$ cat config.mk
export PLATFORM = sky130hd
export DESIGN_NAME = dmem_sram_like_bridge
export DESIGN_NICKNAME = d
export VERILOG_FILES = /design/src/rtl/dmem_sram_like_bridge_pkg.sv /design/src/rtl/dmem_addr_map.sv /design/src/rtl/dmem_sram_like_bridge.sv
export SDC_FILE = /design/constraint.sdc
export NUM_CORES = 1
export LEC_CHECK = 0
export BUFFER_PORTS_ARGS = -buffer_cell sky130_fd_sc_hd__buf_2
export CAP_MARGIN = 20
export CORE_AREA = 2 2 86 88
export DETAILED_ROUTE_END_ITERATION = 7
export DIE_AREA = 0 0 88 90
export PLACE_DENSITY_LB_ADDON = 0.1
export SETUP_SLACK_MARGIN = 0.05
export SLEW_MARGIN = 40
export SYNTH_ARGS = -nofsm -noshare
export SYNTH_HDL_FRONTEND = slang
export SYNTH_SLANG_ARGS = --single-unit
$ cat constraint.sdc
create_clock -name clk -period 3 [get_ports clk]
set_clock_uncertainty 0.1 [all_clocks]
set_input_delay 0.15 -clock clk [delete_from_list [all_inputs] [get_ports clk]]
set_output_delay 0.15 -clock clk [all_outputs]
set_load 0.02 [all_outputs]
$ cat src/rtl/dmem_sram_like_bridge_pkg.sv
// -----------------------------------------------------------------------------
// dmem_sram_like_bridge_pkg
//   Shared definitions for the data-memory sram-like bridge and its address
//   mapper:
//     brg_state_t  - bridge FSM state encoding (2 bits)
//     SIZE_*       - bus transfer size codes
//     brg_dbg_t    - debug view of the bridge's internal state
//     is_kseg01()  - true for kseg0/kseg1 virtual addresses
// -----------------------------------------------------------------------------
package dmem_sram_like_bridge_pkg;

    typedef enum logic [1:0] {
        BRG_IDLE = 2'd0,
        BRG_ADDR = 2'd1,
        BRG_DATA = 2'd2,
        BRG_DONE = 2'd3
    } brg_state_t;

    localparam logic [1:0] SIZE_BYTE = 2'd0;
    localparam logic [1:0] SIZE_HALF = 2'd1;
    localparam logic [1:0] SIZE_WORD = 2'd2;

    // Debug view: current state, pending-flush flag, and the direction and
    // byte lanes of the access currently held by the bridge.
    typedef struct packed {
        brg_state_t state;
        logic       flush_pend;
        logic       we;
        logic [3:0] sel;
    } brg_dbg_t;

    // kseg0 (0x8000_0000..0x9FFF_FFFF) and kseg1 (0xA000_0000..0xBFFF_FFFF)
    function automatic logic is_kseg01(input logic [31:0] addr);
        return addr[31:30] == 2'b10;
    endfunction

endpackage

$ cat src/rtl/dmem_addr_map.sv
// -----------------------------------------------------------------------------
// dmem_addr_map
//   Combinational virtual-to-physical address mapper. With KSEG_MAP != 0,
//   kseg0/kseg1 addresses have bits [31:29] cleared; every other segment
//   passes through unchanged. With KSEG_MAP == 0 the address is untouched.
//   Ports:
//     vaddr  in  32  virtual address
//     paddr  out 32  physical address
// -----------------------------------------------------------------------------
module dmem_addr_map
    import dmem_sram_like_bridge_pkg::*;
#(
    parameter int KSEG_MAP = 1
) (
    input  logic [31:0] vaddr,
    output logic [31:0] paddr
);

    always_comb begin
        paddr = vaddr;
        if ((KSEG_MAP != 0) && is_kseg01(vaddr)) begin
            paddr = {3'b000, vaddr[28:0]};
        end
    end

endmodule

$ cat src/rtl/dmem_sram_like_bridge.sv
// -----------------------------------------------------------------------------
// dmem_sram_like_bridge
//   Turns the core's single-cycle data-memory access into a two-phase
//   sram-like bus transaction and stalls the pipeline until it completes.
//   Ports:
//     clk, rst                 clock, asynchronous active-low reset
//     cpu_mem_en/we/sel/size   core access request (held stable while stalled)
//     cpu_addr, cpu_wdata      virtual address, lane-aligned store data
//     cpu_longest_stall        OR of all pipeline stall sources
//     cpu_flush                MEM-stage exception flush
//     cpu_rdata                load data (stable until the next load completes)
//     stallreq_from_mem        stall request to the hazard unit
//     data_req/wr/size/addr/wdata, data_addr_ok/data_ok/rdata  sram-like bus
//     dbg                      internal state view
//
//   Bus handshake: the address phase completes in the cycle where data_req
//   and data_addr_ok are both high; once completed, data_req is not raised
//   again for this access. The data phase completes in the first later (or
//   the same) cycle where data_data_ok is high; data_rdata is valid only then.
//   An address phase not yet accepted may be withdrawn by a flush; an accepted
//   one is always drained.
// -----------------------------------------------------------------------------
module dmem_sram_like_bridge
    import dmem_sram_like_bridge_pkg::*;
#(
    parameter int KSEG_MAP = 1,
    parameter int ADDR_W   = 32
) (
    input  logic              clk,
    input  logic              rst,
    input  logic              cpu_mem_en,
    input  logic              cpu_mem_we,
    input  logic [3:0]        cpu_sel,
    input  logic [1:0]        cpu_size,
    input  logic [31:0]       cpu_addr,
    input  logic [31:0]       cpu_wdata,
    input  logic              cpu_longest_stall,
    input  logic              cpu_flush,
    output logic [31:0]       cpu_rdata,
    output logic              stallreq_from_mem,
    output logic              data_req,
    output logic              data_wr,
    output logic [1:0]        data_size,
    output logic [ADDR_W-1:0] data_addr,
    output logic [31:0]       data_wdata,
    input  logic              data_addr_ok,
    input  logic              data_data_ok,
    input  logic [31:0]       data_rdata,
    output brg_dbg_t          dbg
);

    brg_state_t  state_q;
    logic        flush_pend_q;
    logic        we_q;
    logic [3:0]  sel_q;
    logic [31:0] rdata_q;
    logic [31:0] paddr;

    dmem_addr_map #(.KSEG_MAP(KSEG_MAP)) u_addr_map (
        .vaddr (cpu_addr),
        .paddr (paddr)
    );

    assign data_wr    = cpu_mem_we;
    assign data_size  = cpu_size;
    assign data_wdata = cpu_wdata;
    assign data_addr  = paddr[ADDR_W-1:0];
    assign cpu_rdata  = rdata_q;

    // Request and stall are gated by reset so the bus sees nothing while the
    // bridge is held in reset, even if the core still presents an access.
    assign data_req = rst & ((state_q == BRG_ADDR) |
                             ((state_q == BRG_IDLE) & cpu_mem_en & ~cpu_flush));

    // In DATA the stall holds even if the core dropped mem_en after a flush:
    // the outstanding response must be drained before anything new issues.
    assign stallreq_from_mem = rst & ((cpu_mem_en & (state_q != BRG_DONE)) |
                                      (state_q == BRG_DATA));

    always_comb begin
        dbg            = '0;
        dbg.state      = state_q;
        dbg.flush_pend = flush_pend_q;
        dbg.we         = we_q;
        dbg.sel        = sel_q;
    end

    // Direction is latched at issue because a flush lets the core change its
    // cpu_* inputs while the access is still being drained. A flushed access
    // never updates the load data.
    always_ff @(posedge clk or negedge rst) begin
        if (!rst) begin
            state_q      <= BRG_IDLE;
            flush_pend_q <= 1'b0;
            we_q         <= 1'b0;
            sel_q        <= 4'd0;
            rdata_q      <= 32'd0;
        end else begin
            case (state_q)
                BRG_IDLE: begin
                    if (cpu_mem_en && !cpu_flush) begin
                        we_q         <= cpu_mem_we;
                        sel_q        <= cpu_sel;
                        flush_pend_q <= 1'b0;
                        if (data_addr_ok && data_data_ok) begin
                            state_q <= BRG_DONE;
                            if (!cpu_mem_we) rdata_q <= data_rdata;
                        end else if (data_addr_ok) begin
                            state_q <= BRG_DATA;
                        end else begin
                            state_q <= BRG_ADDR;
                        end
                    end
                end
                BRG_ADDR: begin
                    if (data_addr_ok) begin
                        // Accepted in the same cycle as a flush: must drain.
                        flush_pend_q <= cpu_flush;
                        if (data_data_ok) begin
                            state_q <= BRG_DONE;
                            if (!we_q && !cpu_flush) rdata_q <= data_rdata;
                        end else begin
                            state_q <= BRG_DATA;
                        end
                    end else if (cpu_flush) begin
                        state_q <= BRG_IDLE;
                    end
                end
                BRG_DATA: begin
                    if (cpu_flush) flush_pend_q <= 1'b1;
                    if (data_data_ok) begin
                        state_q <= BRG_DONE;
                        if (!we_q && !flush_pend_q && !cpu_flush) begin
                            rdata_q <= data_rdata;
                        end
                    end
                end
                BRG_DONE: begin
                    if (flush_pend_q || !cpu_longest_stall) begin
                        state_q      <= BRG_IDLE;
                        flush_pend_q <= 1'b0;
                    end
                end
                default: state_q <= BRG_IDLE;
            endcase
        end
    end

endmodule

---- Word level (Yosys, flattened, before mapping) ----
Cells that the tools add are included.
storage, ports and cells
  register bits ........................... 40
  bits of input ports ..................... 110
operators by class
  reductions and logical operators ........ 16
  equality and inequality tests ........... 16
  bitwise gates (word level) .............. 8
  mux-type cells .......................... 24
operators with widths
  kind                                                             count
  32-bit two-way mux                                               9
  32-bit one-hot mux with 3 select lines                           1
  2-bit two-way mux                                                7
  2-bit != test, second input constant                             7
  9-bit AND reduction                                              1
  2-bit by 1-bit != test with 1-bit output, second input constant  4
  2-bit one-hot mux with 4 select lines                            1
  4-bit AND reduction                                              2
  2-bit == test, second input constant                             3
  1-bit AND                                                        5
  1-bit logical AND                                                5
  1-bit two-way mux                                                5
  1-bit logical NOT                                                4
  1-bit one-hot mux with 4 select lines                            1
  3-bit != test, second input constant                             1
  3-bit nonzero test                                               1
  2-bit by 1-bit == test with 1-bit output, second input constant  1
  2-bit logical NOT                                                1
  1-bit OR                                                         2
  2-bit AND reduction                                              1
  1-bit logical OR                                                 1
  1-bit inverter                                                   1

---- Longest topological paths before layout ----
Gate-level depths: netlist of the first run.
  depth after elaboration ................. 6
  gate-level depth with buffers ........... 7

---- Modules after synthesis ----
From an unflattened synthesis of the first run, not the netlist that was laid out.
second synthesis, totals
  cells, all modules ...................... 191
  area total of the unflattened synthesis .. 2,413.6 um^2
by module, submodules not included
  module                 area an instance (um^2)  instances  cells an instance
  dmem_sram_like_bridge  2,169.6                  1          158
  dmem_addr_map          244.0                    1          33

---- Least setup slack after synthesis of the first run ----
OpenSTA, ideal clock, no wires.
  kind .................................... reg2reg
  start ................................... register state_q[0]
  end ..................................... register rdata_q[0], in the netlist cpu_rdata[0]
  library setup time ...................... 0.125 ns
  slack ................................... 0.798 ns
  arrival time ............................ 1.977 ns
  buffers on the path ..................... 1
  stages on the path, launching flop included .. 8
  data required time ...................... 2.775 ns
  cell sequence ........................... dfrtp_1 > inv_1 > ha_1 > and2_1 > a2111oi_4 > nand4_4 > buf_6 > mux2_4
between the ends
  word-level cells in the longest chain between the ends .. 3
  elaborated cells between the ends (all ways) .. 14
RTL lines
  item                                                                              RTL line                      RTL
  from (decl)                                                                       dmem_sram_like_bridge.sv:52   brg_state_t state_q;
  from (signal assigned)                                                            dmem_sram_like_bridge.sv:93   state_q <= BRG_IDLE;
  from (signal assigned)                                                            dmem_sram_like_bridge.sv:106  state_q <= BRG_DONE;
  from (signal assigned)                                                            dmem_sram_like_bridge.sv:109  state_q <= BRG_DATA;
  2-bit == test, or another cell as far along                                       dmem_sram_like_bridge.sv:99   case (state_q)
  2-bit by 1-bit != test with 1-bit output (no line), or another cell as far along  --
  9-bit AND reduction (no line)                                                     --
  to (signal assigned)                                                              dmem_sram_like_bridge.sv:107  if (!cpu_mem_we) rdata_q <= data_rdata;
  to (signal assigned)                                                              dmem_sram_like_bridge.sv:121  if (!we_q && !cpu_flush) rdata_q <= data_rdata;
  to (signal assigned)                                                              dmem_sram_like_bridge.sv:134  rdata_q <= data_rdata;
  to (decl)                                                                         dmem_sram_like_bridge.sv:56   logic [31:0] rdata_q;
Parallel ways exist; a longest one is shown, timed or not.
A chain may end at the register's enable or synchronous reset.

---- Worst setup path in the final report of the first run ----
  start ................................... register state_q[1]
  end ..................................... register rdata_q[4], in the netlist cpu_rdata[4]
Same word-level chain as after synthesis.

==> results.yml, run 1 <==
drt:
  drc_errors: 0
  detail_route.iter0.violations: 40
  avgRoutedWirePerCell_um: 16.8
  vias_per_cell: 4.46
  detailedRoute.firstPassIterationCount: 4
  route.final.wire_length_mm: 6.04
  number_of_routed_nets_with_antenna_violations: 0
  route.vias.total: 1601
final_layout:
  flow.area_growth_from_synthesis_pct: 23.6
  layout.cells.most_common: "sky130_fd_sc_hd__buf_2"
  post_route_cells_drive_above_1_share: 0.558
  num_antenna_cells: 0
  stdcell_area_mm2: 0.00298
  commonest_cells_after_routing_fill_and_taps_aside: "sky130_fd_sc_hd__buf_2, sky130_fd_sc_hd__dfrtp_1, sky130_fd_sc_hd__dlygate4sd3_1"
  layout.filler_cells: 655
  number_of_nets_at_the_end_of_the_flow: 375
sta:
  timing.final.crit_period_ps: 2660
  period_share: 0.887
  worst-slew-pin-transition_ps: 571
  slew_violations: 0
  timing.max_slew.rel_slack: 0.619
  setup_viol_count_final: 0
  rsz_0062_raised_after_global_routing: "no"
  finalHoldViolations: 0
  setup_tns_ps: 0
  fmax_mhz: 376
critical_path:
  path_cells: "inv_1 > ha_1 > and2_1 > a2111oi_4 > nand4_4 > buf_12 > mux2_4"
  critPathMaxStageDelay_ps: 500
  highest_delay_cell_along_the_critical_path: "sky130_fd_sc_hd__nand4_4"
  worst_setup_path_start_kind: "register"
  worstPathArrival_ps: 2730
  ff2ff_setup_slack_ps: 340
  worst_ep_required_time_ps: 3070
  setup.worst_path.end_class: "register"
  criticalPathCategory: "reg2reg"
  cp_max_fo: 20
placement:
  gp_congestion: 0.775
  placement.cell_area_mm2: 0.00249
  port-buffer-count: 92
  hpwl_mm: 4.47
run:
  max_cap_violations: 0
global_routing:
  track_usage: 0.151
  first_global_vias: 1671
  antenna_found_initial: 0
  grt_max_degree: 30
  gr-total-overflow: 0
  grt_pass1_wl_mm: 8.90
synth:
  synth-adder-area-share: 0.0312
  synth_nets: 307
  parity_gate_share_of_the_synthesized_area_counting_xor_and_xnor_cells: 0
  seq_area_frac_synth: 0.416
  async_set_or_reset_register_ratio_after_synthesis: 1.00
  ys_dominant_reg_cell: "sky130_fd_sc_hd__dfrtp_1"
  per_instance_average_area_after_synthesis_um2: 12.6
  synth_cell_type_count: 28
  synth-edff-count: 0
  synth.cell_area_mm2: 0.00241
  postSynthCellCount: 191
  synth-compound-area-share: 0.0483
  synth_top_family_by_area: "buffers and inverters"
  synth_warnings: 0
  multiplexer_share_of_the_synthesized_area: 0.229
  synth.ff_latch_count: 40
  synthSimpleGateAreaFrac: 0.0457
clock_tree:
  clock_insertion_delay_worst_skew_ps: 280
  cts_sinks: 40
  cts_buffer_depth: 2
  number_of_clock_buffers_inserted_by_tritoncts: 5
  cts.reportedPaths.clkPinSlew_ps: 80
  cts.htree.levels: 2
  cts_tree: "built"
  clockRootBuffer: "sky130_fd_sc_hd__clkbuf_8"
die:
  chipHeight_um: 90
  placement_rows: 31
  core_area_mm2: 0.00702
  die_w_um: 88
  boundaryPins: 219
  start_util: 0.343
  floorplan.die_area_mm2: 0.00792
power:
  irDropWorstVdd_mv: 0.501
  power_per_cell_area_mw_per_mm2: 1150
  leakage_power_nw: 1.52
worst_hold_path:
  min_delay_worst_type: "in2reg"
run_status:
  run_status: "complete, no violations"
path summary, 6_finish.rpt:
check / from / end / cells after the start
max: state_q[1] / cpu_rdata[4] / 7
max in group asynchronous: rst / cpu_rdata[0] / 3
max reg2reg: state_q[1] / cpu_rdata[4] / 7
min in group asynchronous: rst / state_q[0] / 2
min: data_rdata[15] / cpu_rdata[15] / 2
min reg2reg: sel_q[3] / sel_q[3] / 1
power by group:
| part | leakage [nW] | internal, mW | switching (mW) |
|---|---|---|---|
| clock | 0.0614 | 0.272 | 0.196 |
| sequential | 0.473 | 0.828 | 0.170 |
| combinational | 0.988 | 1.01 | 0.944 |
logic make-up (layout without fill, tap and decap cells):
group / count (synthesis) / count (layout)
adders and majority gates: 6 / 6
and+or+nand+nor: 16 / 16
AOI/OAI and AO/OA: 14 / 14
buffers and inverters: 76 / 145
muxes: 39 / 39
DFF: 40 / 40
metrics by stage:
stage | utilization | hold slack, ps | cells | setup slack, ps | power (mW)
3_3_place_gp | 0.355 | -23.3 | 315 | 335 | 2.95
2_1_floorplan | - | -246 | 191 | 798 | 2.58
5_1_grt | 0.424 | 5.16 | 359 | 135 | 3.64
6_report | 0.424 | 5.49 | 359 | 340 | 3.42
3_5_place_dp | 0.355 | -31.8 | 315 | 276 | 2.95
4_1_cts | 0.424 | 1.24 | 359 | 280 | 3.47
flip-flops by register name, indices dropped and copies added, names as in the netlist:
| name | flops |
|---|---|
| flush_pend_q | 1 |
| we_q | 1 |
| cpu_rdata | 32 |
| sel_q | 4 |
| state_q | 2 |
cells in the mapped netlist, types with 2 or more instances:
library cell               instances  area share
sky130_fd_sc_hd__buf_6             3       0.014
sky130_fd_sc_hd__mux2_2            8       0.037
sky130_fd_sc_hd__nor2b_1           3      0.0078
sky130_fd_sc_hd__inv_1             5      0.0078
sky130_fd_sc_hd__mux2_4           30        0.19
sky130_fd_sc_hd__ha_1              6       0.031
sky130_fd_sc_hd__o22ai_1           2      0.0052
sky130_fd_sc_hd__nand2b_1          2      0.0052
sky130_fd_sc_hd__and2_1            3      0.0078
sky130_fd_sc_hd__dfrtp_1          40        0.42
sky130_fd_sc_hd__nand2_1           3      0.0047
sky130_fd_sc_hd__a21boi_0          2      0.0062
sky130_fd_sc_hd__o21ai_0           3      0.0062
sky130_fd_sc_hd__a21oi_1           2      0.0042
sky130_fd_sc_hd__buf_4            66        0.21
layer usage:
layer / up-vias / share of wire / track usage / routed length, um
li1: 706 / - / - / -
met1: 746 / 0.33 / 0.152 / 2000
met2: 102 / 0.51 / 0.253 / 3060
met3: 47 / 0.096 / 0.0487 / 580
met4: 0 / 0.066 / 0.113 / 398
met5: - / 0 / 0 / 0
critical path: cells and delay by family, from the launching register on:
kind                     cells  cell delay, ps
multiplexers                 1             300
AND/OR/NAND/NOR              2             660
flip-flops                   1             440
buffers and inverters        2             500
adder cells (fa/ha/maj)      1             210
AO/OA/AOI/OAI                1             320
final cells by class:
type / instances / area [um^2] / area share
flip-flops and latches: 40 / 1000 / 0.336
clock inverters: 2 / 38.8 / 0.0130
repair buffers: 131 / 856 / 0.288
clock buffers: 6 / 82.6 / 0.0277
well taps: 99 / 124 / 0.0416
inverters: 6 / 22.5 / 0.00757
multi-input cells: 75 / 852 / 0.286
repair_timing:
action                                  CTS  global route
hold endpoints to repair                 46             0
setup buffers                             0             0
resized for setup                         0             0
endpoints found under the setup margin    0             0
hold buffers                             36             0
(Power assumes the default switching activity.)
==> run 2, diff against run 1 <==
- ABC_AREA: default -> 1
- CORE_AREA: 2 2 86 88 -> 2 2 84 86
- DIE_AREA: 0 0 88 90 -> 0 0 86 88
==> run 2 against run 1 <==
Setup slack improved by 500 ps. Sequential power decreased by 5.8%. Critical path depth increased by 1. Clock power decreased by 18%. Worst hold slack improved by 7.5 ps. Count of clock-buffer cells in the layout increased by 1. Die area decreased by 4.4%. Power decreased by 14%. Global-route usage increased by 0.16 points. Critical path type unchanged. Critical endpoint is now cpu_rdata[31]. Highest routed layer unchanged.
==> results.yml, run 2 <==
sta:
  setup_tns_ps: 0
  worst-slew-pin-transition_ps: 516
  timing.final.crit_period_ps: 2160
  setup_viol_count_final: 0
  finalHoldViolations: 0
  period_share: 0.719
  worst_hold_slack_ps: 13.0
  fmax_mhz: 464
  timing.max_slew.rel_slack: 0.656
  slew_violations: 0
  rsz_0062_raised_after_global_routing: "no"
global_routing:
  antenna_found_initial: 0
  first_global_vias: 1783
  gr-total-overflow: 0
  track_usage: 0.153
  grt_max_degree: 33
  grt_pass1_wl_mm: 9.07
clock_tree:
  cts.reportedPaths.clkPinSlew_ps: 80
  cts.htree.levels: 2
  cts_sinks: 40
  clockRootBuffer: "sky130_fd_sc_hd__clkbuf_8"
  cts_buffer_depth: 2
  clock_insertion_delay_worst_skew_ps: 290
  number_of_clock_buffers_inserted_by_tritoncts: 5
  cts_tree: "built"
die:
  core_area_mm2: 0.00664
  boundaryPins: 219
  floorplan.die_area_mm2: 0.00757
  die_w_um: 86
  placement_rows: 30
  chipHeight_um: 88
  start_util: 0.368
drt:
  drc_errors: 0
  vias_per_cell: 4.65
  detailedRoute.firstPassIterationCount: 4
  avgRoutedWirePerCell_um: 13.9
  route.vias.total: 1922
  detail_route.iter0.violations: 52
  number_of_routed_nets_with_antenna_violations: 0
  route.final.wire_length_mm: 5.72
run_status:
  run_status: "complete, no violations"
final_layout:
  post_layout_nonfiller_instances: 413
  commonest_cells_after_routing_fill_and_taps_aside: "sky130_fd_sc_hd__nand2_1, sky130_fd_sc_hd__buf_2, sky130_fd_sc_hd__dfrtp_1"
  stdcell_area_mm2: 0.00266
  number_of_nets_at_the_end_of_the_flow: 448
  layout.cells.most_common: "sky130_fd_sc_hd__nand2_1"
  flow.area_growth_from_synthesis_pct: 9.01
  post_route_cells_drive_above_1_share: 0.330
  largest_register_ffs: 32
  num_antenna_cells: 0
critical_path:
  worst_ep_required_time_ps: 3080
  worstPathArrival_ps: 2230
  setup.worst_path.end_class: "register"
  worst_setup_path_start_kind: "register"
  crit_start: "state_q[1]"
  timing.rr.start: "state_q[1]"
  criticalPathCategory: "reg2reg"
  cp_max_fo: 32
synth:
  yosysTopAreaCell: "sky130_fd_sc_hd__dfrtp_1"
  synth-edff-count: 0
  async_set_or_reset_register_ratio_after_synthesis: 1.00
  synth_warnings: 0
  ys_top_cells_by_area: "sky130_fd_sc_hd__dfrtp_1, sky130_fd_sc_hd__buf_4, sky130_fd_sc_hd__nand2_1"
  synth_nets: 413
  postSynthCellCount: 297
  synth_most_common_cell: "sky130_fd_sc_hd__nand2_1"
  seq_area_frac_synth: 0.410
  synth.ff_latch_count: 40
  synth_cell_type_count: 19
  synth.cell_area_mm2: 0.00244
  synth_largest_type_area_fraction: 0.410
  ys_dominant_reg_cell: "sky130_fd_sc_hd__dfrtp_1"
  per_instance_average_area_after_synthesis_um2: 8.23
  synth_common_cells: "sky130_fd_sc_hd__nand2_1, sky130_fd_sc_hd__buf_4, sky130_fd_sc_hd__dfrtp_1"
power:
  power_per_cell_area_mw_per_mm2: 1110
  irDropWorstVdd_mv: 0.278
  leakage_power_nw: 1.54
placement:
  placed_cells_incl_taps: 394
  placement.cell_area_mm2: 0.00246
  port-buffer-count: 92
  hpwl_mm: 4.08
  gp_congestion: 0.744
run:
  max_cap_violations: 0
worst_hold_path:
  worstHoldStart: "data_rdata[19]"
  min_delay_worst_type: "in2reg"
## run 2: cell types whose count changed after synthesis, sizes merged, moves of 9 or more
cell / change
inv: +11
nand4: +31
nand2: +94
mux2: -38
o21ai: +9
buf: +9
## run 2: stage by stage
step                total power, mW   util  setup WS, ps
finish                         2.96  0.401           844
global route                   3.24  0.401           562
CTS                            3.01  0.401           790
detailed placement             2.60  0.370           798
global placement               2.60  0.370           813
floorplan                      2.25      -          1270
## run 2: cell families after synthesis
group / share of synthesized area
flip-flops: 0.410
buffers and inverters: 0.264
adder cells (fa/ha/maj): 0.0307
AND/OR/NAND/NOR: 0.260
AO/OA/AOI/OAI: 0.0358
## run 2: metal layers
| metal | track usage | vias up | routed length [um] |
|---|---|---|---|
| met5 | 0 | - | 0 |
| met4 | 0.0635 | 0 | 183 |
| met3 | 0.0424 | 22 | 437 |
| met2 | 0.231 | 89 | 2410 |
| met1 | 0.205 | 854 | 2690 |
| li1 | - | 957 | - |
## run 2: worst paths after layout
path	endpoint	slack (ps)	depth (start not counted)
max in group asynchronous	state_q[0]	1860	3
setup / recovery	cpu_rdata[31]	840	8
min in group asynchronous	cpu_rdata[8]	260	2
setup reg to reg	cpu_rdata[31]	840	8
hold reg to reg	cpu_rdata[14]	370	2
hold / removal	cpu_rdata[19]	10	3
## run 2: where the power goes
group / internal [mW] / total, mW / switching, mW
logic: 0.515 / 1.63 / 1.12
registers: 0.801 / 0.941 / 0.140
clock network: 0.187 / 0.382 / 0.194
## run 2: what timing repair did
item	CTS	global route
buffers inserted	0	0
resized for setup	0	0
endpoints found under the hold margin	30	0
hold buffers	11	0
endpoints found under the setup margin	0	0
## run 2: area by class of cell
| class | instances | area (um^2) |
|---|---|---|
| Sequential cell | 40 | 1000 |
| Multi-Input combinational cell | 160 | 797 |
| Inverter | 17 | 63.8 |
| Fill cell | 708 | 3980 |
| Tap cell | 80 | 100 |
| Timing Repair Buffer | 108 | 608 |
| Clock buffer | 7 | 86.3 |
| Clock inverter | 1 | 7.51 |
## run 2: worst max-delay path, stage by stage (launching register included)
cell and delay (ps):
sky130_fd_sc_hd__dfrtp_1 440, sky130_fd_sc_hd__inv_1 130, sky130_fd_sc_hd__ha_1 230, sky130_fd_sc_hd__nand2_1 80
sky130_fd_sc_hd__nand2_2 60, sky130_fd_sc_hd__nor2_4 330, sky130_fd_sc_hd__nand3_4 410, sky130_fd_sc_hd__nand2_1 150
sky130_fd_sc_hd__nand2_1 70
